[src/rtl/serial_ucompare.sv]
// serial_ucompare: bit-serial unsigned magnitude comparator.
// Two WIDTH-bit operands arrive one bit-pair per VALID/READY handshake,
// LSB first. The result is presented as registered LT/EQ/GT flags with an
// O_VALID/O_READY handshake. Because bits arrive LSB first, a differing
// bit at a more significant position overrides any earlier decision, so
// the LT accumulator tracks the borrow-out of A-B.
module serial_ucompare #(
    parameter int WIDTH = 4
) (
    input  logic CLK,
    input  logic RESETN,
    input  logic START,
    input  logic I0,
    input  logic I1,
    input  logic VALID,
    output logic READY,
    output logic O_LT,
    output logic O_EQ,
    output logic O_GT,
    output logic O_VALID,
    input  logic O_READY
);

    localparam int CW = $clog2(WIDTH + 1);

    localparam logic [1:0] IDLE  = 2'd0;
    localparam logic [1:0] SHIFT = 2'd1;
    localparam logic [1:0] DONE  = 2'd2;

    localparam logic [CW-1:0] LAST_IDX = CW'(WIDTH - 1);

    logic [1:0]    state_q, state_d;
    logic [CW-1:0] count_q, count_d;
    logic          lt_acc_q, lt_acc_d;
    logic          gt_acc_q, gt_acc_d;
    logic          eq_acc_q, eq_acc_d;
    logic          o_lt_q, o_lt_d;
    logic          o_eq_q, o_eq_d;
    logic          o_gt_q, o_gt_d;
    logic          o_valid_q, o_valid_d;

    // Accumulator values that would result from accepting the current pair
    logic same_bit;
    logic lt_nx;
    logic gt_nx;
    logic eq_nx;

    assign same_bit = I0 ~^ I1;
    assign lt_nx    = (~I0 & I1) | (same_bit & lt_acc_q);
    assign gt_nx    = (I0 & ~I1) | (same_bit & gt_acc_q);
    assign eq_nx    = eq_acc_q & same_bit;

    // READY depends only on the state, so it never combinationally follows VALID
    assign READY   = (state_q == SHIFT);
    assign O_LT    = o_lt_q;
    assign O_EQ    = o_eq_q;
    assign O_GT    = o_gt_q;
    assign O_VALID = o_valid_q;

    // Next-state and datapath update for the IDLE/SHIFT/DONE sequencer
    always_comb begin
        state_d   = state_q;
        count_d   = count_q;
        lt_acc_d  = lt_acc_q;
        gt_acc_d  = gt_acc_q;
        eq_acc_d  = eq_acc_q;
        o_lt_d    = o_lt_q;
        o_eq_d    = o_eq_q;
        o_gt_d    = o_gt_q;
        o_valid_d = o_valid_q;

        case (state_q)
            IDLE: begin
                // VALID is ignored here; only START opens a new comparison
                if (START) begin
                    state_d  = SHIFT;
                    count_d  = '0;
                    lt_acc_d = 1'b0;
                    gt_acc_d = 1'b0;
                    eq_acc_d = 1'b1;
                end
            end
            SHIFT: begin
                // VALID=0 cycles are stalls; START is ignored mid-comparison
                if (VALID) begin
                    lt_acc_d = lt_nx;
                    gt_acc_d = gt_nx;
                    eq_acc_d = eq_nx;
                    if (count_q == LAST_IDX) begin
                        // Final pair: publish flags including this pair's bits
                        state_d   = DONE;
                        count_d   = '0;
                        o_lt_d    = lt_nx;
                        o_eq_d    = eq_nx;
                        o_gt_d    = gt_nx;
                        o_valid_d = 1'b1;
                    end else begin
                        count_d = count_q + CW'(1);
                    end
                end
            end
            DONE: begin
                // Flags stay as they are after the handshake, only O_VALID drops
                if (O_READY) begin
                    state_d   = IDLE;
                    o_valid_d = 1'b0;
                end
            end
            default: begin
                state_d   = IDLE;
                o_valid_d = 1'b0;
            end
        endcase
    end

    // State registers; reset discards any partial comparison
    always_ff @(posedge CLK or negedge RESETN) begin
        if (!RESETN) begin
            state_q   <= IDLE;
            count_q   <= '0;
            lt_acc_q  <= 1'b0;
            gt_acc_q  <= 1'b0;
            eq_acc_q  <= 1'b0;
            o_lt_q    <= 1'b0;
            o_eq_q    <= 1'b0;
            o_gt_q    <= 1'b0;
            o_valid_q <= 1'b0;
        end else begin
            state_q   <= state_d;
            count_q   <= count_d;
            lt_acc_q  <= lt_acc_d;
            gt_acc_q  <= gt_acc_d;
            eq_acc_q  <= eq_acc_d;
            o_lt_q    <= o_lt_d;
            o_eq_q    <= o_eq_d;
            o_gt_q    <= o_gt_d;
            o_valid_q <= o_valid_d;
        end
    end

endmodule

[config.mk]
export PLATFORM = sky130hd
export DESIGN_NAME = serial_ucompare
export DESIGN_NICKNAME = d
export VERILOG_FILES = /design/src/rtl/serial_ucompare.sv
export SDC_FILE = /design/constraint.sdc
export NUM_CORES = 1
export LEC_CHECK = 0
export CORE_AREA = 2 2 39 41
export CTS_BUF_LIST = sky130_fd_sc_hd__clkbuf_4 sky130_fd_sc_hd__clkbuf_8 sky130_fd_sc_hd__clkbuf_16
export CTS_CLUSTER_SIZE = 10
export DETAILED_ROUTE_END_ITERATION = 7
export DIE_AREA = 0 0 41 43
export MAX_ROUTING_LAYER = met4
export PLACE_DENSITY = 0.81
export SYNTH_ARGS = -nofsm -noshare
export SYNTH_HDL_FRONTEND = slang
export SYNTH_SLANG_ARGS = --single-unit
[constraint.sdc]
create_clock -name CLK -period 2.7 [get_ports CLK]
set_input_delay 0.27 -clock CLK [delete_from_list [all_inputs] [get_ports CLK]]
set_output_delay 0.27 -clock CLK [all_outputs]
set_load 0.02 [all_outputs]
## Word level (Yosys, flattened, before mapping)

Cells that the tools add are included.

| cells by class | value |
|---|---|
| muxes and demuxes | 21 |
| eq/ne operators | 7 |
| bitwise logic cells | 11 |
| reduce and logical (&&, ||, !) cells | 6 |
| add/sub/neg operators | 1 |

Operators with widths:

| kind | count |
|---|---|
| $mux 3 | 3 |
| $mux 1 | 8 |
| $mux 2 | 4 |
| $reduce_and 4->1 | 2 |
| $ne 2x2->1 const B | 3 |
| $pmux 1 s2 | 3 |
| $pmux 2 s3 | 1 |
| $pmux 3 s2 | 1 |
| $reduce_and 3->1 | 2 |
| $and 1x1->1 | 5 |
| $add 3x1->3 const B | 1 |
| $eq 3x2->1 const B | 1 |
| $not 1->1 | 3 |
| $pmux 1 s3 | 1 |
| $eq 2x1->1 const B | 1 |
| $eq 2x2->1 const B | 1 |
| $logic_not 2->1 | 1 |
| $ne 2x1->1 const B | 1 |
| $or 1x1->1 | 2 |
| $reduce_bool 2->1 | 1 |
| $xnor 1x1->1 | 1 |

| storage, ports and cells | value |
|---|---|
| flip-flop bits (word level) | 12 |
| output and inout port bits | 5 |
| input bits | 7 |

## Longest topological paths before layout

| depth | value |
|---|---|
| depth after elaboration | 5 |
| depth in mapped cells | 5 |

## Worst setup path after synthesis

Ideal clock, no wire load.

| timing path | value |
|---|---|
| path kind | input to register |
| start | input I0 |
| end | register gt_acc_q |
| arrival time | 1.145 ns |
| library setup time | 0.122 ns |
| slack | 1.434 ns |
| cell stages on the path | 5 |
| path through | inv_1 ha_1 nand3b_1 a21o_1 a32o_1 |

| between the ends | value |
|---|---|
| word-level cells in the longest chain between the ends | 5 |

Ends and longest elaborated chain:

| element | line | source |
|---|---|---|
| from (decl) | 13 | `input logic I0,` |
| $xnor 1x1->1 | 48 | `assign same_bit = I0 ~^ I1;` |
| $and 1x1->1 | 50 | `assign gt_nx = (I0 & ~I1) \| (same_bit & gt_acc_q);` |
| $or 1x1->1 (*) | 50 |  |
| $mux 1 (*) | 85 | `if (VALID) begin` |
| $pmux 1 s2 (*) | 72 | `case (state_q)` |
| to (signal assigned) | 132 | `gt_acc_q <= gt_acc_d;` |
| to (decl) | 35 | `logic gt_acc_q, gt_acc_d;` |

Every way passes the cells marked *; elsewhere a longest branch is shown, timed or not. The select of a mux whose other input is x is not followed.
A chain may end at the register's enable or synchronous reset.

## Worst setup path in the final report

| timing path | value |
|---|---|
| start | register state_q[0] |
| end | output READY |

| between the ends | value |
|---|---|
| word-level cells in the longest chain between the ends | 1 |

Ends and longest elaborated chain:

| element | line | source |
|---|---|---|
| from (decl) | 32 | `logic [1:0] state_q, state_d;` |
| from (signal assigned) | 129 | `state_q <= state_d;` |
| $eq 2x1->1 | 54 | `assign READY = (state_q == SHIFT);` |
| to (decl) | 16 | `output logic READY,` |

No other way between the ends.

==> flow_summary.yaml <==
die:
  die_y_um: 43
  start_util: 0.4448
  io_pins: 12
  die_w_um: 41
  die-area_um2: 1763
  core_area_um2: 1384
  placementRows: 14
yosys:
  synth.most_common_cell: "dfrtp_1"
  ys_seq_area_frac: 0.4878
  synth_edf_count: 0
  synth_fp_nets: 68
  synth_area_leaders: "dfrtp_1 49%, ha_1 6.1%, a21oi_1 4.9%"
  yosys.area.top_type_share: 0.4878
  yosys_warnings: 0
  async_flop_share: 1.000
  synth_commonest_cells: "12 x dfrtp_1, 7 x inv_1, 6 x a21oi_1"
  ys.flop_type: "dfrtp_1"
  ys_ff_latch: 12
  syn_area_per_cell_um2: 10.61
  yosysTopAreaCell: "dfrtp_1"
  synth_cell_type_count: 20
  synthesis.area_um2: 615.6
  synthCells: 58
clock_network:
  clock_latency_ns: 0.27
  cts_resized: 0
  cts_tree: "yes"
  clkTransAtPathRegs_ns: 0.07
  post_cts.repair.setup_buffers: 0
  cts_buffers: 3
  clock-sinks: 12
  hold_buffers: 0
  htreeDepth: 1
  root_buffer: "clkbuf_4"
  clk_path_buf_depth: 2
sta:
  fin_crit_sh: 0.6999
  worst_pin_slew_ns: 0.5445
  fmax_mhz: 529.2
  rsz0062_at_grt: "false"
  slew_headroom: 0.6358
  maxSlewViolCount: 0
  skew_ns: 0.001308
  hold_viol_final: 0
  setup_tns_ns: 0
  fin_crit_ns: 1.890
  setup_violations: 0
placement:
  place_hpwl_um: 792.1
  io_buffers: 11
  gp_congestion: 0.7293
worst_setup_path:
  r2r_end: "O_GT"
  r2r_slack_ns: 1.37
  crit_fanout: 13
  end_kind: "output port"
  worstPathArrival_ns: 1.62
  cp_data_required_time_ns: 2.43
  worstSetupStartpointType: "flip-flop"
  r2r-start: "state_q[0]"
  critPathKind: "reg2out"
  reg2reg_depth: 3
cells_and_area:
  fin_nets: 83
  drive_gt1_frac: 0.08333
  diodes: 0
  regArea_um2: 300.3
  multi_input_comb_area_um2: 284.0
  fill_cells: 133
  syn2layout_area_growth_pct: 26.22
global_routing:
  grt_max_degree: 14
  antenna_found_initial: 0
  grtUsageTotal: 0.1623
  gr-total-overflow: 0
  grt_first_pass_wirelength_mm: 1.869
  grt_pass1_vias: 441
pwr:
  p_leak_uw: 0.0003596
  power_switching_uw: 270.9
  vdd_drop_max_uv: 509.9
  cellPowerDensity_nw_per_um2: 996.4
  clockPowerShare: 0.182
  intPower_uw: 503.3
  finalPower_uw: 774.2
  pwr-share-comb: 0.409
  switching_share: 0.3499
  p_seq_frac: 0.409
routing:
  wl_mm: 1.062
  drt_iter0_drc: 3
  ant_nets: 0
  drc: 0
  wl_per_cell_um: 12.07
  num_vias: 476
  dr.pass1.iters: 4
  drt-vias-per-instance: 5.409
flow_run:
  drv_cap: 0
outcome:
  status: "finished, final reports clean"
min_path:
  min_path_type: "in2async"
worst max path at each step:
stage	end	start	slack (ns)
CTS	READY	state_q[0]	0.80
detailed placement	lt_acc_q	I0	0.86
floorplan	gt_acc_q	I0	1.43
global placement	lt_acc_q	I0	0.88
finish	READY	state_q[0]	0.81
global route	READY	state_q[0]	0.69
cells in the final DEF (no fill, tap or decap):
master,n
nand2b_4,1
o31ai_1,1
ha_1,3
nand2b_1,2
nor3_4,1
mux2i_1,3
clkbuf_8,1
a32o_1,2
a22o_1,3
a21oi_1,6
a21o_1,3
nor2_1,2
nand2_1,2
inv_1,7
clkbuf_4,3
o21ai_1,2
o21ai_0,1
nand3_1,1
dfrtp_1,12
nor2b_1,4
nand3b_1,1
clkdlybuf4s50_1,11
layout make-up:
cell class | count | share of cell area
multi-input combinational | 38 | 0.3655
clock buffer | 4 | 0.04670
tap | 16 | 0.02576
timing repair buffer | 11 | 0.1417
inverter | 7 | 0.03382
sequential | 12 | 0.3865
power by group through the flow:
stage	clock [µW]	combinational (µW)	sequential (µW)
floorplan	0	184	333
global placement	0	313	317
detailed placement	0	320	320
CTS	145	322	316
global route	154	352	331
finish	141	317	317
routing by layer:
metal	wire, µm	vias to the layer above	global-route usage
li1	-	231	-
met1	479	226	0.2211
met2	486	17	0.2156
met3	82	2	0.04712
met4	14	0	0.08000
met5	0	-	-
sequential cells by signal, summed over array words and instances, names as in the netlist:
signal,flops
O_EQ,1
O_GT,1
O_LT,1
O_VALID,1
count_q,3
eq_acc_q,1
gt_acc_q,1
lt_acc_q,1
state_q,2
cell families after synthesis:
kind of cell,Yosys count,share of synthesized area
AOI/OAI and AO/OA,18,0.1972
and+or+nand+nor,14,0.1545
DFF,12,0.4878
buffers and inverters,8,0.05081
muxes,3,0.04878
adders and majority gates,3,0.06098
through the flow:
stage	instance area (µm²)	cells	utilization	hold slack (ns)	setup WS, ns
2_1_floorplan	615.6	58	-	-0.02559	1.434
3_3_place_gp	740.7	84	0.5353	0.4600	0.8812
3_5_place_dp	740.7	84	0.5353	0.4676	0.8600
4_1_cts	777.0	88	0.5615	0.3577	0.8024
5_1_grt	777.0	88	0.5615	0.3751	0.6936
6_report	777.0	88	0.5615	0.3516	0.8102
critical path: stages (launching register included):
cell and delay, ns:
dfrtp_1 0.57, nor2b_1 0.17, clkdlybuf4s50_1 0.60
Note: power is estimated with default switching activity, not from simulation.
